**config.mk**
```make
export PLATFORM = sky130hd
export DESIGN_NAME = apogee_mem_arbiter
export DESIGN_NICKNAME = d
export VERILOG_FILES = /design/src/rtl/apogee_arb_pkg.sv /design/src/rtl/apogee_arb_pick.sv /design/src/rtl/apogee_mem_arbiter.sv
export SDC_FILE = /design/constraint.sdc
export NUM_CORES = 1
export LEC_CHECK = 0
export CORE_ASPECT_RATIO = 2
export CORE_UTILIZATION = 31
export CTS_BUF_LIST = sky130_fd_sc_hd__clkbuf_8 sky130_fd_sc_hd__clkbuf_16
export DETAILED_ROUTE_END_ITERATION = 16
export GPL_ROUTABILITY_DRIVEN = 0
export PLACE_DENSITY = 0.71
export SLEW_MARGIN = 15
export SYNTH_ARGS = -nofsm -noshare
export SYNTH_HDL_FRONTEND = slang
export SYNTH_HIERARCHICAL = 1
export SYNTH_SLANG_ARGS = --single-unit
```
**constraint.sdc**
```tcl
create_clock -name clk -period 3.4 [get_ports clk]
set_input_delay 0.68 -clock clk [delete_from_list [all_inputs] [get_ports clk]]
set_output_delay 0.68 -clock clk [all_outputs]
set_load 0.1 [all_outputs]
```
**src/rtl/apogee_arb_pkg.sv**
```systemverilog
// Shared types for the SDRAM arbiter: FSM states, grant codes,
// and default bus widths.
package apogee_arb_pkg;

    localparam int ARB_AW = 25;
    localparam int ARB_DW = 8;

    typedef enum logic [1:0] {
        ST_IDLE,
        ST_BUSY,
        ST_RESP
    } state_e;

    typedef enum logic [1:0] {
        GNT_NONE,
        GNT_LD,
        GNT_DMA,
        GNT_CPU
    } grant_e;

endpackage

```
**src/rtl/apogee_arb_pick.sv**
```systemverilog
// Combinational priority picker: loader > DMA > CPU, except that a
// boosted CPU request outranks DMA (the loader always stays on top).
module apogee_arb_pick
    import apogee_arb_pkg::*;
(
    input  logic   ld_req,
    input  logic   dma_req,
    input  logic   cpu_req,
    input  logic   cpu_boost,
    output grant_e gnt
);

    always_comb begin
        gnt = GNT_NONE;
        if (ld_req)
            gnt = GNT_LD;
        else if (cpu_boost && cpu_req)
            gnt = GNT_CPU;
        else if (dma_req)
            gnt = GNT_DMA;
        else if (cpu_req)
            gnt = GNT_CPU;
    end

endmodule

```
**src/rtl/apogee_mem_arbiter.sv**
```systemverilog
// Loader/DMA/CPU arbiter in front of the SDRAM controller, with a watchdog.
// Define APOGEE_ARB_ANTISTARVE_EN to cap consecutive DMA wins over a waiting CPU.
module apogee_mem_arbiter
    import apogee_arb_pkg::*;
#(
    parameter int AW          = ARB_AW,
    parameter int DW          = ARB_DW,
    parameter int TIMEOUT     = 64,
    parameter int MAX_DMA_RUN = 4
) (
    input  logic          clk,
    input  logic          reset_n,
    input  logic          ld_req,
    input  logic [AW-1:0] ld_addr,
    input  logic [DW-1:0] ld_din,
    output logic          ld_ack,
    input  logic          dma_req,
    input  logic [AW-1:0] dma_addr,
    output logic          dma_ack,
    input  logic          cpu_req,
    input  logic          cpu_we,
    input  logic [AW-1:0] cpu_addr,
    input  logic [DW-1:0] cpu_din,
    output logic          cpu_ack,
    output logic          cpu_wait,
    output logic [DW-1:0] rdata,
    output logic          mem_req,
    output logic          mem_we,
    output logic [AW-1:0] mem_addr,
    output logic [DW-1:0] mem_din,
    input  logic          mem_ack,
    input  logic [DW-1:0] mem_dout,
    output logic          timeout
);

    localparam int TW = $clog2(TIMEOUT);
    localparam logic [TW-1:0] WD_LAST = TW'(TIMEOUT - 1);

    if (TIMEOUT < 2 || MAX_DMA_RUN < 1) begin : g_cfg_err
        $error("apogee_mem_arbiter: need TIMEOUT >= 2, MAX_DMA_RUN >= 1");
    end

    state_e        state;
    grant_e        gnt;
    grant_e        pick;
    logic [TW-1:0] wd_cnt;
    logic          cpu_boost;
    logic          done;

    apogee_arb_pick u_pick (
        .ld_req    (ld_req),
        .dma_req   (dma_req),
        .cpu_req   (cpu_req),
        .cpu_boost (cpu_boost),
        .gnt       (pick)
    );

`ifdef APOGEE_ARB_ANTISTARVE_EN
    localparam int RW = $clog2(MAX_DMA_RUN + 1);

    logic [RW-1:0] dma_run;

    // Only DMA wins taken while the CPU was already waiting count.
    always_ff @(posedge clk or negedge reset_n) begin
        if (!reset_n) begin
            dma_run <= '0;
        end else if (state == ST_IDLE && pick != GNT_NONE) begin
            if (pick == GNT_CPU || !cpu_req)
                dma_run <= '0;
            else if (pick == GNT_DMA)
                dma_run <= dma_run + 1'b1;
        end
    end

    assign cpu_boost = (dma_run == RW'(MAX_DMA_RUN));
`else
    assign cpu_boost = 1'b0;
`endif

    assign done     = mem_ack || (wd_cnt == WD_LAST);
    assign cpu_wait = cpu_req & ~cpu_ack;

    always_ff @(posedge clk or negedge reset_n) begin
        if (!reset_n) begin
            state    <= ST_IDLE;
            gnt      <= GNT_NONE;
            wd_cnt   <= '0;
            mem_req  <= 1'b0;
            mem_we   <= 1'b0;
            mem_addr <= '0;
            mem_din  <= '0;
            rdata    <= '0;
            ld_ack   <= 1'b0;
            dma_ack  <= 1'b0;
            cpu_ack  <= 1'b0;
            timeout  <= 1'b0;
        end else begin
            ld_ack  <= 1'b0;
            dma_ack <= 1'b0;
            cpu_ack <= 1'b0;
            timeout <= 1'b0;
            case (state)
                ST_IDLE: begin
                    wd_cnt <= '0;
                    if (pick != GNT_NONE) begin
                        gnt     <= pick;
                        mem_req <= 1'b1;
                        state   <= ST_BUSY;
                    end
                    case (pick)
                        GNT_LD: begin
                            mem_we   <= 1'b1;
                            mem_addr <= ld_addr;
                            mem_din  <= ld_din;
                        end
                        GNT_DMA: begin
                            mem_we   <= 1'b0;
                            mem_addr <= dma_addr;
                        end
                        GNT_CPU: begin
                            mem_we   <= cpu_we;
                            mem_addr <= cpu_addr;
                            mem_din  <= cpu_din;
                        end
                        default: ;
                    endcase
                end
                ST_BUSY: begin
                    // A real ack wins over an abort landing on the same edge.
                    if (done) begin
                        mem_req <= 1'b0;
                        state   <= ST_RESP;
                        ld_ack  <= (gnt == GNT_LD);
                        dma_ack <= (gnt == GNT_DMA);
                        cpu_ack <= (gnt == GNT_CPU);
                        timeout <= ~mem_ack;
                        if (!mem_we)
                            rdata <= mem_ack ? mem_dout : '1;
                    end else begin
                        wd_cnt <= wd_cnt + 1'b1;
                    end
                end
                ST_RESP: state <= ST_IDLE;
                default: state <= ST_IDLE;
            endcase
        end
    end

endmodule
```
# Word-level counts from Yosys, hierarchy flattened
# Index checks and enable logic that the tools add are counted.
# totals
reg_bits	57
in_bits	106
wordCells	64
# classes
n_addsub	1
eq_ne	11
muxes	23
bitwise_logic	4
reduce_logical	13
# op_table
cell	count
25-bit one-hot mux with 3 select lines	1
8-bit one-hot mux with 2 select lines	1
6-bit one-hot mux with 2 select lines	1
1-bit two-way mux	10
2-bit two-way mux	5
2-bit AND reduction	5
2-bit equality test (second input constant)	4
8-bit two-way mux	1
6-bit by 1-bit adder with 6-bit output (second input constant)	1
2-bit by 1-bit equality test with 1-bit output (second input constant)	3
6-bit equality test (second input constant)	1
6-bit two-way mux	1
2-bit != test (second input constant)	3
3-bit AND reduction	2
2-bit nonzero test	3
2-bit one-hot mux with 2 select lines	1
1-bit NOT	3
1-bit one-hot mux with 3 select lines	1
3-bit nonzero test	1
2-bit logical NOT	1
1-bit one-hot mux with 2 select lines	1
1-bit bitwise AND	1
1-bit logical OR	1

# Depth between registers and ports, before layout
# depth
depth_word	6
depth_mapped	8

# Hierarchy
# The synthesis kept the hierarchy.
# by_module_without_submodules
module	n_inst	cells_each	area_per_inst_um2	seq_area_each_um2
apogee_mem_arbiter	1	292	2801.4	1426.4
apogee_arb_pick	1	4	21.3	0.0

# Worst setup path before layout
# OpenSTA, ideal clock, no wires.
# synth_path
path_kind	register to output
start	register cpu_ack
end	output port cpu_wait
t_arrival_ns	2.211
required_time_ns	2.720
setup_slack_ns	0.509
stages_incl_launch_ff	2
path_buffers	0
cell_sequence	dfrtp_1 > nor2b_1
# synth_via
elab_chain_cells	2
# synth_lines
item	line_no	text
from (decl)	apogee_mem_arbiter.sv:24	output logic cpu_ack,
from (signal assigned)	apogee_mem_arbiter.sv:135	cpu_ack <= (gnt == GNT_CPU);
1-bit NOT	apogee_mem_arbiter.sv:81	assign cpu_wait = cpu_req & ~cpu_ack;
1-bit bitwise AND	apogee_mem_arbiter.sv:81	
to (decl)	apogee_mem_arbiter.sv:25	output logic cpu_wait,
# Every way passes these cells.

# Worst setup path after layout
# layout_path
start	register mem_addr[11]
end	output port mem_addr[11]
# layout_rtl
item	line_no	text
from (decl)	apogee_mem_arbiter.sv:29	output logic [AW-1:0] mem_addr,
from (signal assigned)	apogee_mem_arbiter.sv:113	mem_addr <= ld_addr;
from (signal assigned)	apogee_mem_arbiter.sv:118	mem_addr <= dma_addr;
from (signal assigned)	apogee_mem_arbiter.sv:122	mem_addr <= cpu_addr;
# No word-level cell between the ends.

==> metrics <==
worst stage delay on the critical path=1.15 ns; Tmin final=2.52 ns; worst-margin pin slew=0.999 ns; port bufs=153; Starting Density=32.4%; largest area contributor in the netlist=dfrtp_1; Slew HR=33.2%; Leakage=2.08 nW; sequential-to-total area share from yosys stat=50.5%; Hold Buf Count CTS=0; CTS Root Buffer Type=clkbuf_16; final period utilization=74.2%; main combinational cell family by area after synthesis=compound AO/OA/AOI/OAI gates; routed len/inst=14.2 um; clk slew on worst S/H paths=0.05 ns; xor/xnor share of the synthesized area=0%; clk buf depth=2; layout cells sized above 1=12.9%; CTS buffer count=9; mapped cell area=0.00282 mm^2; Max H-tree Level=3; Synth Area in Compound Gates=17.6%; Final Setup Violations=0; Critical path buffers and inverters=1; post-synthesis cell type count=37; Routed WL=7790 um; syn nets=403; DP HPWL=6100 um; CP endpoint kind=output pin; Main synth FF type=dfrtp_1; # IOs=154; status=completed; post-synthesis simple-gate area fraction=15.6%; commonest cells in the netlist=nand2_1, dfrtp_1, o21ai_0, mux2i_1, nor2_1; gr usage total=17.5%; Nets=552; CP max FO=2; Logic pwr share=59.6%; Synth Area in Adders=0.443%; core area=0.00871 mm^2; syn_area_per_cell=9.54 um^2; Yosys warnings=6; Starting DRT DRC Count=183; RSZ-0062 raised after global routing=false; worst endpoint data arrival time=1.84 ns; ordered list of cells on the worst path=clkdlybuf4s50_1; full die area=0.00951 mm^2; skew final=0.00411 ns; Overflow after GRT=0; final hold vios=0; post-route ant nets=0; most frequent cell after synthesis=nand2_1; Area Overhead vs Synth=64.4%; switch share=55.8%; cell-internal power=0.00231 W; total setup buffers inserted after CTS=0; first-pass GRT wire length=12,800 um; Final Util=53.3%; Max VDD drop=0.000760 V; number of flops mapped to enable cells by yosys=0; setup TNS=0 ns; Die X=69.5 um; Sw Pwr=0.00291 W; Worst Setup Start Kind=register; die height=137 um; Vias/cell=4.97; Yosys reg bits=57; PwrDens=1120 mW/mm^2; vias in the first global route=2,779; Final Non-Filler Cells=549; Vias=2,728; Max Slew Vio Count=0; Top delay family on crit path=buffers and inverters; Clock Latency Late Sink=0.33 ns; TritonCTS clock tree=built; # diodes=0; multiplexer area fraction after synthesis=11.7%; HP Class=reg -> reg; Max-Cap Viols=0; sequential share of power=22.5%; Clk pwr share=17.9%; initial antenna violation count=0; area fraction of the dominant cell type after synthesis=50.5%; num rows=48; clock sink count=57; FFs w/ async S/R, synth=100%; ranking of synthesized cells by area=dfrtp_1, mux2i_1, o21ai_0; largest net degree at the start of global routing=51; drt drc=0; crit path max-delay cell type=clkdlybuf4s50_1; Pre-Repair DR Iteration Count=4; fmax=0.396 GHz; Placed Instances=534; CP Class=reg -> out; cts repair resizes=0; Req. time, crit path=2.72 ns; Post-Syn Instances=296
routing by layer:
metal  routed length [um]  vias to the layer above  global-route usage [%]  part of all wire, %
li1                     -                     1331                       -                    -
met3                  499                       19                    4.57                  6.4
met1                 2660                     1249                    16.6                   34
met2                 4390                      129                    33.5                   56
met5                    0                        -                       0                    0
met4                  233                        0                    9.64                  3.0
cell usage in the layout, fill, tap and decap left out, types with 3 or more instances in the layout:
cell type / n
nor2_1: 19
nand2_1: 58
inv_1: 4
clkdlybuf4s50_1: 119
a21o_1: 3
and3_1: 3
o22a_1: 8
clkbuf_16: 9
mux2i_1: 33
a21oi_1: 12
o21ai_0: 54
buf_4: 37
nand3_1: 3
dfrtp_1: 57
state kept, by name, indices dropped and copies added (netlist names):
name and cells:
cpu_ack 1, dma_ack 1, gnt 2, ld_ack 1, mem_addr 25, mem_din 8, mem_req 1, mem_we 1
rdata 8, state 2, timeout 1, wd_cnt 6
worst paths after layout:
| kind | endpoint | startpoint | slack [ns] | cells past startpoint |
|---|---|---|---|---|
| worst min register to register | mem_addr[2]$_DFFE_PN0P_ | mem_addr[2]$_DFFE_PN0P_ | 0.48 | 2 |
| worst min-delay path | mem_addr[2]$_DFFE_PN0P_ | mem_addr[2]$_DFFE_PN0P_ | 0.48 | 2 |
| max in group asynchronous | rdata[3]$_DFFE_PN0P_ | reset_n | 2.12 | 2 |
| min in group asynchronous | mem_addr[17]$_DFFE_PN0P_ | reset_n | 0.49 | 1 |
| worst max register to register | mem_din[0]$_DFFE_PN0P_ | state[0]$_DFFE_PN0P_ | 1.70 | 4 |
| worst max-delay path | mem_addr[11] | mem_addr[11]$_DFFE_PN0P_ | 0.88 | 1 |
per-stage QoR:
stage	hold WS [ns]	total power [W]	worst slack [ns]	cell area, um^2
after floorplan	0.384	0.00356	0.509	2820
after global placement	0.465	0.00428	0.765	4330
after detailed placement	0.472	0.00431	0.688	4330
after CTS	0.484	0.00527	0.864	4640
after global routing	0.504	0.00544	0.845	4640
final	0.478	0.00521	0.877	4640
cell type report:
cell class / instances / area [um^2]
fill: 803 / 4070
inverter: 2 / 7.51
timing repair buffer: 157 / 1470
multi-input combinational: 218 / 1300
clock inverter: 5 / 72.6
clock buffer: 10 / 239
sequential: 57 / 1430
tap: 100 / 125
power by group through the flow:
stage | registers [W] | clock network [W] | logic [W]
after floorplan | 0.00303 | 0 | 0.000532
after global placement | 0.00117 | 0 | 0.00310
after detailed placement | 0.00118 | 0 | 0.00313
after CTS | 0.00118 | 0.000960 | 0.00313
after global routing | 0.00122 | 0.000984 | 0.00324
final | 0.00117 | 0.000934 | 0.00311
kinds of logic after synthesis:
| kind of cell | after synthesis |
|---|---|
| DFF | 57 |
| other | 1 |
| AOI/OAI and AO/OA | 85 |
| adders and majority gates | 1 |
| muxes | 33 |
| and+or+nand+nor | 98 |
| buffers and inverters | 21 |
Note: power is estimated with default switching activity, not from simulation.
